--- src/rtl/serie_paralelo_rx_if.sv ---
// Link-side bundle for the byte-serial receiver: the serial bit in,
// the recovered byte, its qualifiers and the lock indication out.
//
// Ports (signals):
//   data_in     serial bit, MSB of each byte first
//   data_out    last byte received while locked
//   valid_out   data_out holds a non-comma byte
//   byte_strobe one-cycle pulse when data_out/valid_out update
//   active      link locked
interface serie_paralelo_rx_if;

    logic       data_in;
    logic [7:0] data_out;
    logic       valid_out;
    logic       byte_strobe;
    logic       active;

    // Serial source side: drives the line, watches the recovered bytes.
    modport master (
        output data_in,
        input  data_out,
        input  valid_out,
        input  byte_strobe,
        input  active
    );

    // Receiver side.
    modport slave (
        input  data_in,
        output data_out,
        output valid_out,
        output byte_strobe,
        output active
    );

endinterface

--- src/rtl/serie_paralelo_rx.sv ---
// Byte-serial receiver: hunts for the comma bit by bit, confirms
// alignment over BC_COUNT aligned commas, then emits one byte per 8 clocks.
//
// Ports:
//   clk_8f  bit clock (8x byte rate), all state on posedge
//   reset_L asynchronous active-low reset
//   link    slave side of serie_paralelo_rx_if
module serie_paralelo_rx #(
    parameter int          BC_COUNT = 4,
    parameter logic [7:0]  COMMA    = 8'hBC
) (
    input  logic                  clk_8f,
    input  logic                  reset_L,
    serie_paralelo_rx_if.slave    link
);

    typedef enum logic [1:0] {
        SEARCH = 2'd0,
        ALIGN  = 2'd1,
        ACTIVE = 2'd2
    } state_e;

    localparam logic [3:0] BC_N = 4'(BC_COUNT);

    state_e     state_q, state_d;
    logic [7:0] sr_q, sr_d;
    logic [2:0] bit_cnt_q, bit_cnt_d;
    logic [3:0] bc_cnt_q, bc_cnt_d;
    logic [7:0] data_out_q, data_out_d;
    logic       valid_q, valid_d;
    logic       strobe_q, strobe_d;
    logic       active_q, active_d;

    logic [7:0] nxt;
    logic       is_comma;
    logic       byte_done;
    logic [3:0] bc_inc;

    // The byte as it stands once this edge's bit is shifted in.
    assign nxt       = {sr_q[6:0], link.data_in};
    assign is_comma  = (nxt == COMMA);
    assign byte_done = (bit_cnt_q == 3'd7);
    assign bc_inc    = bc_cnt_q + 4'd1;

    // State register and all datapath flops.
    always_ff @(posedge clk_8f or negedge reset_L) begin
        if (!reset_L) begin
            state_q    <= SEARCH;
            sr_q       <= 8'h00;
            bit_cnt_q  <= 3'd0;
            bc_cnt_q   <= 4'd0;
            data_out_q <= 8'h00;
            valid_q    <= 1'b0;
            strobe_q   <= 1'b0;
            active_q   <= 1'b0;
        end else begin
            state_q    <= state_d;
            sr_q       <= sr_d;
            bit_cnt_q  <= bit_cnt_d;
            bc_cnt_q   <= bc_cnt_d;
            data_out_q <= data_out_d;
            valid_q    <= valid_d;
            strobe_q   <= strobe_d;
            active_q   <= active_d;
        end
    end

    // Next-state logic.
    always_comb begin
        state_d = state_q;
        unique case (state_q)
            SEARCH: begin
                if (is_comma) begin
                    if (BC_COUNT == 1) begin
                        state_d = ACTIVE;
                    end else begin
                        state_d = ALIGN;
                    end
                end
            end
            ALIGN: begin
                if (byte_done) begin
                    if (!is_comma) begin
                        state_d = SEARCH;
                    end else if (bc_inc == BC_N) begin
                        state_d = ACTIVE;
                    end
                end
            end
            ACTIVE: begin
                state_d = ACTIVE;
            end
            default: begin
                state_d = SEARCH;
            end
        endcase
    end

    // Counters and registered outputs.
    always_comb begin
        sr_d       = nxt;
        bit_cnt_d  = bit_cnt_q;
        bc_cnt_d   = bc_cnt_q;
        data_out_d = data_out_q;
        valid_d    = valid_q;
        strobe_d   = 1'b0;
        active_d   = (state_d == ACTIVE);

        unique case (state_q)
            SEARCH: begin
                // A hit here defines the byte phase and is comma #1.
                if (is_comma) begin
                    bit_cnt_d = 3'd0;
                    bc_cnt_d  = 4'd1;
                end
            end
            ALIGN: begin
                bit_cnt_d = bit_cnt_q + 3'd1;
                if (byte_done) begin
                    if (is_comma) begin
                        bc_cnt_d = bc_inc;
                    end else begin
                        bc_cnt_d = 4'd0;
                    end
                end
            end
            ACTIVE: begin
                // Phase is frozen once locked; commas straddling
                // byte boundaries are simply data bits.
                bit_cnt_d = bit_cnt_q + 3'd1;
                if (byte_done) begin
                    data_out_d = nxt;
                    valid_d    = !is_comma;
                    strobe_d   = 1'b1;
                end
            end
            default: begin
                bit_cnt_d = 3'd0;
                bc_cnt_d  = 4'd0;
            end
        endcase
    end

    assign link.data_out    = data_out_q;
    assign link.valid_out   = valid_q;
    assign link.byte_strobe = strobe_q;
    assign link.active      = active_q;

endmodule

--- src/flat_wrapper.sv ---
// flat-port wrapper written by rule: the top's interface ports become plain ports
module serie_paralelo_rx_flat 
#(
    parameter int          BC_COUNT = 4,
    parameter logic [7:0]  COMMA    = 8'hBC
)
  (clk_8f, reset_L, link_data_in, link_data_out, link_valid_out, link_byte_strobe, link_active);
  serie_paralelo_rx_if link_i ();
  input  logic clk_8f;
  input  logic reset_L;
  input wire logic [$bits(link_i.data_in)-1:0] link_data_in;
  output wire logic [$bits(link_i.data_out)-1:0] link_data_out;
  output wire logic [$bits(link_i.valid_out)-1:0] link_valid_out;
  output wire logic [$bits(link_i.byte_strobe)-1:0] link_byte_strobe;
  output wire logic [$bits(link_i.active)-1:0] link_active;
  assign link_i.data_in = link_data_in;
  assign link_data_out = link_i.data_out;
  assign link_valid_out = link_i.valid_out;
  assign link_byte_strobe = link_i.byte_strobe;
  assign link_active = link_i.active;
  serie_paralelo_rx #(.BC_COUNT(BC_COUNT), .COMMA(COMMA)) u_core (.clk_8f(clk_8f), .reset_L(reset_L), .link(link_i));
endmodule
--- config.mk ---
export PLATFORM = sky130hd
export DESIGN_NAME = serie_paralelo_rx_flat
export DESIGN_NICKNAME = d
export VERILOG_FILES = /design/src/rtl/serie_paralelo_rx_if.sv /design/src/rtl/serie_paralelo_rx.sv /design/src/flat_wrapper.sv
export SDC_FILE = /design/constraint.sdc
export NUM_CORES = 1
export LEC_CHECK = 0
export BUFFER_PORTS_ARGS = -buffer_cell sky130_fd_sc_hd__buf_2
export CAP_MARGIN = 20
export CELL_PAD_IN_SITES_DETAIL_PLACEMENT = 1
export CELL_PAD_IN_SITES_GLOBAL_PLACEMENT = 1
export CORE_AREA = 2 2 68 70
export CTS_CLUSTER_SIZE = 30
export DETAILED_ROUTE_END_ITERATION = 12
export DIE_AREA = 0 0 70 72
export PLACE_DENSITY_LB_ADDON = 0.1
export SLEW_MARGIN = 40
export SYNTH_ARGS = -nofsm -noshare
export SYNTH_HDL_FRONTEND = slang
export SYNTH_SLANG_ARGS = --single-unit
--- constraint.sdc ---
create_clock -name clk_8f -period 4.25 [get_ports clk_8f]
set_clock_uncertainty 0.15 [all_clocks]
set_input_delay 0.425 -clock clk_8f [delete_from_list [all_inputs] [get_ports clk_8f]]
set_output_delay 0.425 -clock clk_8f [all_outputs]
set_load 0.02 [all_outputs]
==> flow_summary.yaml <==
power:
  p_per_area_mw_per_mm2: 338.6
  leakagePower_nw: 0.6781
  ir_drop_mv: 0.1901
  p_total_mw: 0.4808
grt:
  grt_antenna_before_repair: 0
  grt_usage_pct: 11.71
  grt-ovfl-total: 0
  grt_pass1_vias: 891
  grt_pass1_wl_mm: 4.478
  grt_max_degree: 28
die:
  die_x_um: 70
  core_area_sq_mm: 0.004264
  rows: 24
  die_height_um: 72
  start_util_pct: 29.17
  die_area_sq_mm: 0.005040
  io_pins: 14
timing:
  hold_viol: 2
  holdWs_ns: -0.001052
  max_freq_mhz: 521.6
  min_period_ns: 1.917
  max_slew_margin_pct: 58.58
  max_slew.worst_pin.slew_ns: 0.6212
  period_share_pct: 45.11
  rsz0062_at_grt: "false"
  tns_ns: 0
  final_max_slew_viol_count: 0
  setup_viol: 0
cts:
  post_cts_buffers: 0
  cts_resized: 0
  clk_latency_ns: 0.28
  htreeDepth: 1
  postCtsHoldBufs: 0
  clockRootBuffer: "clkbuf_8"
  cts_buffer_depth: 2
  clock_sinks: 27
  cts_tree: "done"
  cts_buffers: 3
  clkTransAtPathRegs_ns: 0.09
setup_path:
  cp_max_fo: 4
  cp_cell_sequence: "inv_1 -> ha_1 -> nor2b_1 -> nor2_1 -> and2_4 -> mux2_1"
  critPathMaxStageDelay_ns: 0.44
  crit_path_top_delay_cell: "dfrtp_1"
  cp.arrival_ns: 1.93
  start_kind: "register"
  cp.required_ns: 4.27
  crit_family: "simple AND/OR/NAND/NOR gates"
  crit_type: "reg -> reg"
  critPathBufInv: 1
  endpoint_kind: "register"
placed_design:
  post_dp_cell_area_sq_mm: 0.001374
  gp_congestion: 0.7916
  port_buffers: 13
  dpl.hpwl_mm: 1.953
layout:
  area_delta_synth_final_pct: 14.18
  fin_area_sq_mm: 0.001420
  antenna_cells: 0
  drive_gt1_share_pct: 29.20
  final_net_count: 125
  fill_cells: 490
yosys:
  syn_nets: 107
  ys_ff_latch: 27
  syn_area_sq_mm: 0.001244
  yosysWarnings: 0
  yosysSeqAreaShare_pct: 54.33
  ys_types: 33
  syn_inst: 96
  syn_area_per_cell_sq_um: 12.96
run_status:
  status: "finished with violations"
  violations: "negative hold slack"
hold_path:
  hold_class: "in -> async"
detailed_routing:
  drtIter0Drc: 9
  firstDrtPassIters: 4
  remaining_drc_errors: 0
  avgViaCountPerCell: 4.903
  drtAntennaViolNets: 0
  wl_mm: 2.592
  via_count: 809
  wl_per_cell_um: 15.71
run:
  cap_violations: 0
-- kinds of logic after synthesis --
| group | after synthesis | share of synthesized area [%] |
|---|---|---|
| compound gates | 16 | 11.07 |
| fa+ha+maj | 8 | 8.049 |
| buf+inv | 8 | 2.415 |
| flops | 27 | 54.33 |
| mux | 10 | 9.054 |
| simple gates | 27 | 15.09 |
-- cells in the mapped netlist --
library cell   n  area (sq um)
a311oi_1       1         8.760
o21ai_2        1         8.760
and2_4         1         8.760
nand3_1        6         30.03
nor4_2         1         12.51
nor2_1         2         7.510
dfrtp_1       27         675.7
inv_1          8         30.03
o221ai_1       1         8.760
a32o_1         1         10.01
o21bai_1       1         7.510
o21ai_1        4         20.02
and3_4         1         11.26
a221oi_1       1         8.760
ha_1           8         100.1
o31ai_2        1         12.51
mux2_1         1         11.26
nand4b_1       1         8.760
nand4bb_1      2         22.52
o21ai_0        1         5.000
o311ai_2       1         16.27
nor3_1         1         5.000
and4b_1        1         10.01
o21ai_4        1         16.27
and3b_1        1         8.760
o211ai_1       1         7.510
a21boi_0       1         7.510
nand3b_1       1         7.510
nand4_1        2         12.51
and4bb_1       1         12.51
mux2_2         9         101.4
nand2_1        3         11.26
nor2b_1        3         18.77
-- worst paths after layout --
path | from | endpoint | slack, ns | depth (start not counted)
worst min-delay path | reset_L | u_core.link.active | -0.001 | 1
worst min register to register | u_core.sr_q[5] | u_core.sr_q[6] | 0.28 | 0
worst max-delay path | u_core.state_q[1] | u_core.bc_cnt_q[0] | 2.33 | 6
min in group clk_8f | link_data_in | u_core.sr_q[0] | 0.12 | 1
max in group asynchronous | reset_L | u_core.link.data_out[3] | 3.55 | 1
worst max register to register | u_core.state_q[1] | u_core.bc_cnt_q[0] | 2.33 | 6
-- registers in the layout, indices dropped and copies added (netlist names) --
signal and flops:
u_core.bit_cnt_q 3, u_core.sr_q 7, u_core.link.byte_strobe 1, u_core.link.valid_out 1, u_core.link.active 1, u_core.bc_cnt_q 4
u_core.link.data_out 8, u_core.state_q 2
-- power breakdown --
| group | internal (mW) | switching (mW) |
|---|---|---|
| Clock | 0.0659 | 0.0838 |
| Combinational | 0.0188 | 0.0283 |
| Sequential | 0.269 | 0.0155 |
| Total | 0.353 | 0.128 |
-- cells in the final DEF (no fill, tap or decap), types with 2 or more instances in the layout --
cell type | Yosys | routed
nand3_1 | 6 | 6
clkbuf_8 | 0 | 3
mux2_2 | 9 | 9
dfrtp_1 | 27 | 27
o21ai_1 | 4 | 4
nand4bb_1 | 2 | 2
inv_1 | 8 | 8
nor2_1 | 2 | 2
nand2_1 | 3 | 3
nand4_1 | 2 | 2
ha_1 | 8 | 8
nor2b_1 | 3 | 3
buf_2 | 0 | 13
-- layer usage --
metal	track usage [%]	wire [um]
met1	13.05	1091
met4	7.051	74
met3	2.778	81
met2	20.42	1344
met5	0	0
-- stage by stage --
stage	hold slack (ns)	std cells	utilization (%)	setup slack, ns
finish	-0.001052	165	33.30	2.333
global route	0.03175	165	33.30	2.224
CTS	0.01961	165	33.30	2.318
detailed placement	0.2611	161	32.22	2.299
global placement	0.2427	161	32.22	2.354
floorplan	-0.02059	96	-	2.484
-- area by class of cell --
type                    instances  area (sq um)  share of cell area, %
clock inverters                 1         5.005                 0.3524
repair buffers                 13         65.06                  4.582
flip-flops and latches         27         675.6                  47.58
clock buffers                   3         41.29                  2.907
multi-input cells              61         538.0                  37.89
well taps                      52         65.06                  4.582
inverters                       8         30.03                  2.115
No activity file was read; power rests on OpenSTA's default activity.
